<file path="src/rtl/minute_counter.sv">
// Minutes stage: 00..59 on sec_carry edges, equal60 carry to hours, debounced manual adjust; 1-cycle update latency.
// Define MINUTE_AUTO_REPEAT_EN to add hold-to-repeat stepping; without it each debounced press steps exactly once.
module minute_counter #(
  parameter int RESET_VAL       = 59,
  parameter int DEBOUNCE_CYCLES = 500000,
  parameter int REPEAT_DELAY    = 25000000,
  parameter int REPEAT_PERIOD   = 10000000
) (
  input  logic       clk50,
  input  logic       reset,
  input  logic       sec_carry,
  input  logic       adj_sel,
  input  logic       btn_n,
  input  logic       dir,
  output logic       equal60,
  output logic       disable_hour,
  output logic [6:0] led2,
  output logic [6:0] led1
);

  localparam int DB_W = $clog2(DEBOUNCE_CYCLES + 1);

  typedef enum logic [1:0] {
    S_IDLE,
    S_HELD
`ifdef MINUTE_AUTO_REPEAT_EN
    , S_REPEAT
`endif
  } state_t;

  logic [5:0]      r_count;
  logic            r_equal60;
  logic            r_disable;
  logic            r_sec_prev;
  logic            r_sync1, r_sync2;
  logic            r_db, r_db_prev;
  logic [DB_W-1:0] r_db_cnt;
  state_t          r_state;
  state_t          w_next;
  logic            w_step;
  logic            w_tick;
  logic            w_press;
  logic [3:0]      w_tens, w_ones;

  assign w_tick  = sec_carry & ~r_sec_prev;
  assign w_press = r_db_prev & ~r_db;

  // Debounced level only moves after DEBOUNCE_CYCLES consecutive disagreeing samples.
  always_ff @(posedge clk50 or negedge reset) begin
    if (!reset) begin
      r_sync1   <= 1'b1;
      r_sync2   <= 1'b1;
      r_db      <= 1'b1;
      r_db_prev <= 1'b1;
      r_db_cnt  <= '0;
    end else begin
      r_sync1   <= btn_n;
      r_sync2   <= r_sync1;
      r_db_prev <= r_db;
      if (r_sync2 == r_db) begin
        r_db_cnt <= '0;
      end else if (r_db_cnt == DB_W'(DEBOUNCE_CYCLES - 1)) begin
        r_db     <= r_sync2;
        r_db_cnt <= '0;
      end else begin
        r_db_cnt <= r_db_cnt + 1'b1;
      end
    end
  end

`ifdef MINUTE_AUTO_REPEAT_EN
  localparam int RPT_MAX = (REPEAT_DELAY > REPEAT_PERIOD) ? REPEAT_DELAY : REPEAT_PERIOD;
  localparam int RT_W    = $clog2(RPT_MAX + 1);
  logic [RT_W-1:0] r_rpt_tmr;

  // Timer restarts on every step or state change, so it measures time since the last step.
  always_ff @(posedge clk50 or negedge reset) begin
    if (!reset) begin
      r_rpt_tmr <= '0;
    end else if (w_step || (w_next != r_state) || (r_state == S_IDLE)) begin
      r_rpt_tmr <= '0;
    end else if (r_rpt_tmr != {RT_W{1'b1}}) begin
      r_rpt_tmr <= r_rpt_tmr + 1'b1;
    end
  end
`endif

  always_ff @(posedge clk50 or negedge reset) begin
    if (!reset) r_state <= S_IDLE;
    else        r_state <= w_next;
  end

  always_comb begin
    w_next = r_state;
    w_step = 1'b0;
    case (r_state)
      S_IDLE: begin
        if (w_press) begin
          w_step = 1'b1;
          w_next = S_HELD;
        end
      end
      S_HELD: begin
        if (r_db) begin
          w_next = S_IDLE;
        end
`ifdef MINUTE_AUTO_REPEAT_EN
        else if (r_rpt_tmr == RT_W'(REPEAT_DELAY - 1)) begin
          w_step = 1'b1;
          w_next = S_REPEAT;
        end
      end
      S_REPEAT: begin
        if (r_db) begin
          w_next = S_IDLE;
        end else if (r_rpt_tmr == RT_W'(REPEAT_PERIOD - 1)) begin
          w_step = 1'b1;
        end
`endif
      end
      default: w_next = S_IDLE;
    endcase
  end

  // Ticks and steps are mutually exclusive: the registered adjust flag picks the source.
  always_ff @(posedge clk50 or negedge reset) begin
    if (!reset) begin
      r_count    <= 6'(RESET_VAL);
      r_equal60  <= 1'b0;
      r_disable  <= 1'b0;
      r_sec_prev <= 1'b0;
    end else begin
      r_sec_prev <= sec_carry;
      r_disable  <= adj_sel;
      r_equal60  <= 1'b0;
      if (!r_disable) begin
        if (w_tick) begin
          if (r_count == 6'd59) begin
            r_count   <= 6'd0;
            r_equal60 <= 1'b1;
          end else begin
            r_count <= r_count + 6'd1;
          end
        end
      end else if (w_step) begin
        if (dir) r_count <= (r_count == 6'd59) ? 6'd0  : r_count + 6'd1;
        else     r_count <= (r_count == 6'd0)  ? 6'd59 : r_count - 6'd1;
      end
    end
  end

  function automatic logic [6:0] seg7(input logic [3:0] d);
    case (d)
      4'd0:    seg7 = 7'b1000000;
      4'd1:    seg7 = 7'b1111001;
      4'd2:    seg7 = 7'b0100100;
      4'd3:    seg7 = 7'b0110000;
      4'd4:    seg7 = 7'b0011001;
      4'd5:    seg7 = 7'b0010010;
      4'd6:    seg7 = 7'b0000010;
      4'd7:    seg7 = 7'b1111000;
      4'd8:    seg7 = 7'b0000000;
      4'd9:    seg7 = 7'b0010000;
      default: seg7 = 7'b1111111;
    endcase
  endfunction

  assign w_tens = 4'(r_count / 6'd10);
  assign w_ones = 4'(r_count % 6'd10);

  assign led2         = seg7(w_tens);
  assign led1         = seg7(w_ones);
  assign equal60      = r_equal60;
  assign disable_hour = r_disable;

endmodule

</file>
<file path="config.mk">
export PLATFORM = sky130hd
export DESIGN_NAME = minute_counter
export DESIGN_NICKNAME = d
export VERILOG_FILES = /design/src/rtl/minute_counter.sv
export SDC_FILE = /design/constraint.sdc
export NUM_CORES = 1
export LEC_CHECK = 0
export ABC_AREA = 0
export CAP_MARGIN = 5
export CORE_ASPECT_RATIO = 2
export CORE_MARGIN = 5
export CORE_UTILIZATION = 55
export CTS_CLUSTER_SIZE = 12
export DETAILED_ROUTE_END_ITERATION = 10
export PLACE_DENSITY_LB_ADDON = 0.15
export SLEW_MARGIN = 20
export SYNTH_ARGS = -nofsm -noshare
export SYNTH_HDL_FRONTEND = slang
export SYNTH_SLANG_ARGS = --single-unit
</file>
<file path="constraint.sdc">
create_clock -name clk50 -period 4.5 [get_ports clk50]
set_input_delay 0.9 -clock clk50 [delete_from_list [all_inputs] [get_ports clk50]]
set_output_delay 0.9 -clock clk50 [all_outputs]
set_load 0.03 [all_outputs]
</file>
==> impl_metrics.prom, run 1 <==
# TYPE chip_impl_metric gauge
chip_impl_metric{name="floorplan.core_area",unit="um2"} 4339
chip_impl_metric{name="path_clk_slew",unit="ns"} 0.07
chip_impl_info{name="status",value="complete, no violations"} 1
chip_impl_info{name="crit_path_start_kind",value="flop"} 1
chip_impl_metric{name="timing.final.max_slew_violations",unit=""} 0
chip_impl_metric{name="fill_cells",unit=""} 378
chip_impl_metric{name="leakagePower",unit="uW"} 0.001200
chip_impl_metric{name="synthesis.area_per_instance",unit="um2"} 8.575
chip_impl_metric{name="layout_overhead_on_the_synthesized_area",unit="%"} 16.12
chip_impl_metric{name="post_route_cells_drive_above_1_share",unit="%"} 15.61
chip_impl_metric{name="combinationalPowerShare",unit="%"} 73.1
chip_impl_metric{name="grt_start_max_net_pins",unit=""} 23
chip_impl_metric{name="period_minus_slack",unit="ns"} 4.273
chip_impl_metric{name="die_w",unit="um"} 57.30
chip_impl_metric{name="setup_violations",unit=""} 0
chip_impl_metric{name="max_freq",unit="MHz"} 234.0
chip_impl_metric{name="tightestPinTransition",unit="ns"} 0.7147
chip_impl_metric{name="ctsLongestPathBuffers",unit=""} 2
chip_impl_metric{name="post-route-worst-setup-slack",unit="ns"} 0.2269
chip_impl_info{name="synth_top_cells_by_area",value="dfrtp_1 (24%), dfstp_2 (9.6%), ha_1 (7.6%)"} 1
chip_impl_info{name="critPathCapture",value="led1[1]"} 1
chip_impl_metric{name="globalRouteTotalUtil",unit="%"} 22.75
chip_impl_metric{name="drt_first_iter_violations",unit=""} 88
chip_impl_info{name="tritoncts",value="yes"} 1
chip_impl_metric{name="synth_enable_flop_cells",unit=""} 0
chip_impl_metric{name="diodes",unit=""} 0
chip_impl_metric{name="synth.ff_latch_count",unit=""} 33
chip_impl_metric{name="pwr-share-seq",unit="%"} 17.1
chip_impl_metric{name="detail_route.first_pass.iterations",unit=""} 4
chip_impl_metric{name="cts_num_sinks",unit=""} 33
chip_impl_metric{name="drt-vias-per-instance",unit=""} 6.231
chip_impl_metric{name="synth_async_sr_flop_share",unit="%"} 100.0
chip_impl_info{name="holdCritStartpoint",value="r_sync1"} 1
chip_impl_metric{name="reg2regPathDepth",unit=""} 7
chip_impl_metric{name="post-route-cell-area",unit="um2"} 2858
chip_impl_metric{name="ioPinCount",unit=""} 22
chip_impl_metric{name="count_of_vias_placed_by_the_detailed_router",unit=""} 2293
chip_impl_metric{name="fp.dieArea",unit="um2"} 5994
chip_impl_metric{name="number_of_buffers_created_by_cts",unit=""} 5
chip_impl_info{name="worstReg2RegStart",value="r_count[1]"} 1
chip_impl_metric{name="clk-insertion-delay-late",unit="ns"} 0.28
chip_impl_metric{name="multi_input_comb_area",unit="um2"} 1508
chip_impl_info{name="netlist.top_cell.by_area",value="dfrtp_1"} 1
chip_impl_metric{name="power_report.internal_total",unit="uW"} 1217
chip_impl_metric{name="antenna_nets_post_route",unit=""} 0
chip_impl_metric{name="placed_cell_area",unit="um2"} 2754
chip_impl_metric{name="finalWirelength",unit="um"} 6383
chip_impl_metric{name="power.net_switching",unit="uW"} 1286
chip_impl_metric{name="max-cap-violations",unit=""} 0
chip_impl_metric{name="global_route_wire_length_before_repair",unit="um"} 10830
chip_impl_metric{name="synthDominantCellAreaShare",unit="%"} 24.40
chip_impl_metric{name="finalHoldWorstSlack",unit="ns"} 0.3690
chip_impl_metric{name="std_cell_rows",unit=""} 34
chip_impl_metric{name="final_nets",unit=""} 334
chip_impl_metric{name="globalRoute.totalOverflow",unit=""} 0
chip_impl_metric{name="area.sequential",unit="um2"} 842.1
chip_impl_metric{name="cts_setup_buffers",unit=""} 0
chip_impl_metric{name="place_hpwl",unit="um"} 4896
chip_impl_metric{name="synthesized_netlist_net_count",unit=""} 308
chip_impl_info{name="worst_setup_path_startpoint",value="r_count[5]"} 1
chip_impl_info{name="timing.critical_path.to_type",value="output pin"} 1
chip_impl_metric{name="clock_tree.htree_level_count",unit=""} 2
chip_impl_info{name="type_of_the_worst_min_delay_path",value="reg -> reg"} 1
chip_impl_metric{name="gpl_congestion",unit=""} 0.9090
chip_impl_metric{name="yosys_warnings",unit=""} 0
chip_impl_info{name="count_leader_synth",value="nor2_1"} 1
chip_impl_metric{name="place_worst_setup_slack",unit="ns"} 0.1883
chip_impl_info{name="start_to_end_type_of_the_worst_setup_path",value="reg -> out"} 1
chip_impl_metric{name="synth_seq_area_share",unit="%"} 34.01
chip_impl_metric{name="portBuffers",unit=""} 21
chip_impl_info{name="synth_commonest_cells",value="nor2_1 (39), dfrtp_1 (24), o21ai_0 (18)"} 1
chip_impl_metric{name="detail_route.drc_violations",unit=""} 0
chip_impl_metric{name="reg2reg_setup_slack",unit="ns"} 2.49
chip_impl_metric{name="power_density",unit="nW/um2"} 876.0
chip_impl_info{name="timing.rr.end",value="r_count[5]"} 1
chip_impl_metric{name="die_y",unit="um"} 104.6
chip_impl_metric{name="worst_clock_skew",unit="ns"} 0.005732
chip_impl_metric{name="final.period_utilization",unit="%"} 94.96
chip_impl_metric{name="relSlewSlack",unit="%"} 51.91
chip_impl_info{name="yosys_most_used_dff",value="dfrtp_1"} 1
chip_impl_metric{name="drt-wirelength-per-cell",unit="um"} 17.35
chip_impl_metric{name="netlist_area_before_placement",unit="um2"} 2461
chip_impl_metric{name="netlist_instances",unit=""} 287
chip_impl_metric{name="starting_utilization_of_the_core_area",unit="%"} 56.72
chip_impl_metric{name="final.setup.tns",unit="ns"} 0
chip_impl_metric{name="finalCoreUtilization",unit="%"} 65.86
chip_impl_metric{name="cp.required",unit="ns"} 3.60
chip_impl_metric{name="number_of_antenna_violations_at_the_first_check_in_global_routing",unit=""} 0
chip_impl_info{name="cts.root.buffer_cell",value="clkbuf_8"} 1
chip_impl_metric{name="power.clock.fraction",unit="%"} 9.8
chip_impl_metric{name="worst-endpoint-arrival",unit="ns"} 3.37
chip_impl_metric{name="worstPathMaxFanout",unit=""} 9
chip_impl_info{name="rsz0062_at_grt",value="no"} 1
chip_impl_metric{name="sw_frac_of_total",unit="%"} 51.38
chip_impl_metric{name="first_global_vias",unit=""} 2341
chip_impl_metric{name="worst_case_vdd_ir_drop",unit="uV"} 1192
chip_impl_metric{name="synthDistinctLibCells",unit=""} 62
chip_impl_metric{name="hold_viol_final",unit=""} 0
==> area by class of cell <==
class / instances / share of cell area (%)
Sequential cell: 33 / 29.47
Clock inverter: 1 / 0.1751
Clock buffer: 7 / 3.371
Timing Repair Buffer: 33 / 10.16
Inverter: 13 / 1.708
Tap cell: 54 / 2.364
Multi-Input combinational cell: 227 / 52.76
==> layout by cell type, fill, tap and decap left out, drive strengths merged, types with 6 or more instances in the layout <==
cell and count:
a21boi 6, inv 13, and3 6, xor2 9
nor3 6, dfrtp 24, dfstp 9, clkdlybuf4s50 15
o21ai 20, nand4 11, clkbuf 7, ha 15
nand3 16, buf 15, a21oi 13, nand2 14
xnor2 12, nor2 39
==> worst max-delay path: stages, from the launching register on <==
cell	delay, ns
dfstp_2	0.61
buf_4	0.17
and2b_1	0.18
a221o_1	0.34
nand2_2	0.09
o21ai_1	0.09
inv_2	0.14
xnor2_1	0.16
ha_1	0.30
o21a_1	0.19
o32ai_1	0.11
clkdlybuf4s50_1	0.72
==> worst min-delay path by stage <==
stage	to	slack, ns	depth (start not counted)
finish	r_sync2	0.37	0
floorplan	r_sync2	0.35	0
detailed placement	r_sync2	0.35	0
global route	r_sync2	0.37	0
global placement	r_sync2	0.35	0
CTS	r_sync2	0.37	0
==> metrics by stage <==
stage                     total power [uW]  instances
final                                 2503        368
after global routing                  2689        368
after CTS                             2507        368
after floorplan                       1628        287
after global placement                2260        360
after detailed placement              2271        360
==> registers in the layout (all words and copies together) (netlist names) <==
name          cells
r_db_cnt         19
r_state           1
equal60           1
r_sync1           1
r_sec_prev        1
r_sync2           1
r_db_prev         1
disable_hour      1
r_count           6
r_db              1
==> routing by layer <==
| metal | wire, um | vias up | GRT usage [%] | share of wire, % |
|---|---|---|---|---|
| met4 | 367 | 0 | 15.75 | 5.7 |
| met3 | 170 | 27 | 2.222 | 2.7 |
| met1 | 2105 | 1099 | 21.59 | 33 |
| met2 | 3739 | 76 | 43.13 | 59 |
| li1 | - | 1091 | - | - |
| met5 | 0 | - | 0 | 0 |
==> power by group through the flow <==
| stage | clock (uW) | sequential (uW) | combinational (uW) |
|---|---|---|---|
| after global routing | 263 | 435 | 1990 |
| after detailed placement | 0 | 422 | 1850 |
| after CTS | 252 | 420 | 1830 |
| final | 246 | 428 | 1830 |
| after global placement | 0 | 421 | 1840 |
| after floorplan | 0 | 378 | 1250 |
==> kinds of logic after synthesis <==
group	share of synthesized area, %
buffers and inverters	4.829
multiplexers	1.322
flip-flops	34.01
AO/OA/AOI/OAI	19.01
XOR/XNOR	7.473
adder cells (fa/ha/maj)	7.626
AND/OR/NAND/NOR	25.72
==> what timing repair did <==
| item | in CTS | in global routing |
|---|---|---|
| setup endpoints to repair | 2 | 6 |
| gates resized for setup | 3 | 5 |
| hold buffers | 0 | 0 |
No activity file was read; power rests on OpenSTA's default activity.
==> inputs of run 2 (changes only) <==
Settings changed: HOLD_SLACK_MARGIN from default to 0.1, TNS_END_PERCENT from default to 1.
==> impl_metrics.prom, run 2 (synthesized netlist as in run 1, its figures left out) <==
# TYPE chip_impl_metric gauge
chip_impl_metric{name="leakagePower",unit="uW"} 0.001226
chip_impl_metric{name="routed-wl-met2",unit="um"} 3664
chip_impl_metric{name="hold_viol_final",unit=""} 0
chip_impl_info{name="top_regs",value="r_db_cnt: 19 flops, r_count: 6 flops"} 1
chip_impl_info{name="timing.critical_path.to_type",value="output pin"} 1
chip_impl_metric{name="drt-vias-per-instance",unit=""} 6.166
chip_impl_metric{name="fp.dieArea",unit="um2"} 5994
chip_impl_metric{name="power_density",unit="nW/um2"} 871.5
chip_impl_metric{name="global_route_wire_length_before_repair",unit="um"} 10830
chip_impl_metric{name="period_minus_slack",unit="ns"} 4.257
chip_impl_metric{name="cp.required",unit="ns"} 3.60
chip_impl_info{name="rsz0062_at_grt",value="yes"} 1
chip_impl_metric{name="path_clk_slew",unit="ns"} 0.07
chip_impl_info{name="layout_common_cells",value="nor2_1 (39), dfrtp_1 (23), o21ai_0 (17)"} 1
chip_impl_metric{name="sw_frac_of_total",unit="%"} 51.40
chip_impl_info{name="path_common_cell",value="buf_4"} 1
chip_impl_metric{name="tightestPinTransition",unit="ns"} 0.7132
chip_impl_metric{name="final.setup.tns",unit="ns"} 0
chip_impl_info{name="worst_setup_path_startpoint",value="r_count[4]"} 1
chip_impl_metric{name="number_of_buffers_created_by_cts",unit=""} 5
chip_impl_info{name="top_layer_used_by_detailed_routing",value="met4"} 1
chip_impl_metric{name="number_of_antenna_violations_at_the_first_check_in_global_routing",unit=""} 0
chip_impl_metric{name="cts_setup_buffers",unit=""} 0
chip_impl_metric{name="timing.final.max_slew_violations",unit=""} 0
chip_impl_metric{name="cts_hold_buffers",unit=""} 0
chip_impl_metric{name="cts_num_sinks",unit=""} 33
chip_impl_metric{name="grt_start_max_net_pins",unit=""} 23
chip_impl_metric{name="first_global_vias",unit=""} 2341
chip_impl_info{name="worstReg2RegStart",value="r_count[1]"} 1
chip_impl_metric{name="path_depth",unit=""} 13
chip_impl_metric{name="worst_case_vdd_ir_drop",unit="uV"} 1192
chip_impl_metric{name="ioPinCount",unit=""} 22
chip_impl_metric{name="gpl_congestion",unit=""} 0.9090
chip_impl_info{name="regMostFlops",value="r_db_cnt"} 1
chip_impl_info{name="start_to_end_type_of_the_worst_setup_path",value="reg -> out"} 1
chip_impl_metric{name="clock_tree.htree_level_count",unit=""} 2
chip_impl_info{name="tritoncts",value="yes"} 1
chip_impl_metric{name="largest_register_ffs",unit=""} 19
chip_impl_metric{name="final_nets",unit=""} 334
chip_impl_metric{name="power.clock.fraction",unit="%"} 9.8
chip_impl_metric{name="finalHoldWorstSlack",unit="ns"} 0.3681
chip_impl_metric{name="worst-endpoint-arrival",unit="ns"} 3.36
chip_impl_metric{name="power_report.internal_total",unit="uW"} 1211
chip_impl_metric{name="wl_met1",unit="um"} 2068
chip_impl_metric{name="die_w",unit="um"} 57.30
chip_impl_metric{name="cp.buffers_inverters",unit=""} 3
chip_impl_info{name="critPathCapture",value="led1[4]"} 1
chip_impl_metric{name="drt_first_iter_violations",unit=""} 91
chip_impl_metric{name="pwr-share-seq",unit="%"} 17.1
chip_impl_info{name="worstPathCellList",value="nand2b_1 -> and3_4 -> nor3_1 -> o21ai_1 -> inv_2 -> xnor2_1 -> buf_4 -> ha_1 -> a32o_1 -> nor2_1 -> o211ai_1 -> a222oi_1 -> buf_4"} 1
chip_impl_info{name="status",value="complete, no violations"} 1
chip_impl_metric{name="post_route_cells_drive_above_1_share",unit="%"} 15.29
chip_impl_metric{name="finalWirelength",unit="um"} 6282
chip_impl_metric{name="diodes",unit=""} 0
chip_impl_metric{name="count_of_vias_placed_by_the_detailed_router",unit=""} 2269
chip_impl_metric{name="globalRouteTotalUtil",unit="%"} 22.75
chip_impl_metric{name="reg2reg_setup_slack",unit="ns"} 2.59
chip_impl_metric{name="worst_clock_skew",unit="ns"} 0.006170
chip_impl_info{name="type_of_the_worst_min_delay_path",value="reg -> reg"} 1
chip_impl_metric{name="globalRoute.totalOverflow",unit=""} 0
chip_impl_metric{name="starting_utilization_of_the_core_area",unit="%"} 56.72
chip_impl_metric{name="combinationalPowerShare",unit="%"} 73.1
chip_impl_metric{name="cp_slowest_stage_delay",unit="ns"} 0.72
chip_impl_metric{name="final.period_utilization",unit="%"} 94.59
chip_impl_metric{name="die_y",unit="um"} 104.6
chip_impl_info{name="worst_path_dominant_cell_family",value="compound AO/OA/AOI/OAI gates"} 1
chip_impl_info{name="critPathSlowestCell",value="dfstp_4"} 1
chip_impl_metric{name="clk-insertion-delay-late",unit="ns"} 0.28
chip_impl_metric{name="layout_overhead_on_the_synthesized_area",unit="%"} 16.22
chip_impl_metric{name="max_freq",unit="MHz"} 234.9
chip_impl_metric{name="floorplan.core_area",unit="um2"} 4339
chip_impl_metric{name="setup_violations",unit=""} 0
chip_impl_metric{name="relSlewSlack",unit="%"} 52.01
chip_impl_metric{name="worstPathMaxFanout",unit=""} 18
chip_impl_metric{name="std_cell_rows",unit=""} 34
chip_impl_metric{name="portBuffers",unit=""} 21
chip_impl_metric{name="drt-wirelength-per-cell",unit="um"} 17.07
chip_impl_metric{name="ctsLongestPathBuffers",unit=""} 2
chip_impl_metric{name="totalPowerFinal",unit="uW"} 2493
chip_impl_metric{name="detail_route.first_pass.iterations",unit=""} 5
chip_impl_metric{name="wl_met3",unit="um"} 158
chip_impl_info{name="crit_path_start_kind",value="flop"} 1
chip_impl_info{name="layout_commonest_cell",value="nor2_1"} 1
chip_impl_metric{name="antenna_nets_post_route",unit=""} 0
chip_impl_metric{name="power.net_switching",unit="uW"} 1281
chip_impl_info{name="timing.rr.end",value="r_count[5]"} 1
chip_impl_info{name="cts.root.buffer_cell",value="clkbuf_8"} 1
chip_impl_metric{name="detail_route.drc_violations",unit=""} 0
chip_impl_metric{name="place_hpwl",unit="um"} 4896
chip_impl_metric{name="max-cap-violations",unit=""} 0
chip_impl_metric{name="reg2regPathDepth",unit=""} 7
run 2: power groups by stage:
stage,clock network (uW),registers [uW],logic [uW]
6_report,246,426,1820
5_1_grt,263,434,1980
4_1_cts,252,420,1830
3_5_place_dp,0,422,1850
3_3_place_gp,0,421,1840
2_1_floorplan,0,378,1250
run 2: worst min path at each step:
| stage | start | end | slack [ns] | cells past startpoint |
|---|---|---|---|---|
| finish | r_sync1 | r_sync2 | 0.37 | 0 |
| global route | r_sync1 | r_sync2 | 0.37 | 0 |
| CTS | r_sync1 | r_sync2 | 0.37 | 0 |
| detailed placement | r_sync1 | r_sync2 | 0.35 | 0 |
| global placement | r_sync1 | r_sync2 | 0.35 | 0 |
| floorplan | r_sync1 | r_sync2 | 0.35 | 0 |
run 2: final cells by class:
| type | count | area (um2) |
|---|---|---|
| Multi-Input combinational cell | 227 | 1505 |
| Fill cell | 376 | 1479 |
| Sequential cell | 33 | 842.1 |
| Timing Repair Buffer | 33 | 295.3 |
| Clock buffer | 7 | 96.34 |
| Tap cell | 54 | 67.56 |
| Inverter | 13 | 48.80 |
| Clock inverter | 1 | 5.005 |
run 2: through the flow:
| step | utilization (%) | setup slack (ns) | cell area (um2) | cells |
|---|---|---|---|---|
| 3_5_place_dp | 63.47 | 0.1883 | 2754 | 360 |
| 5_1_grt | 65.92 | -0.008336 | 2860 | 368 |
| 3_3_place_gp | 63.47 | 0.2864 | 2754 | 360 |
| 4_1_cts | 65.77 | 0.02091 | 2854 | 368 |
| 6_report | 65.92 | 0.2435 | 2860 | 368 |
| 2_1_floorplan | - | 0.07783 | 2461 | 287 |
run 2: routing by layer:
metal,GRT usage (%),up-vias
li1,-,1097
met1,21.59,1073
met2,43.13,66
met3,2.222,33
met4,15.75,0
met5,0,-
run 2: timing repair:
item	CTS	global route
endpoints found under the setup margin	2	6
gates resized for setup	3	6
endpoints found under the hold margin	0	0
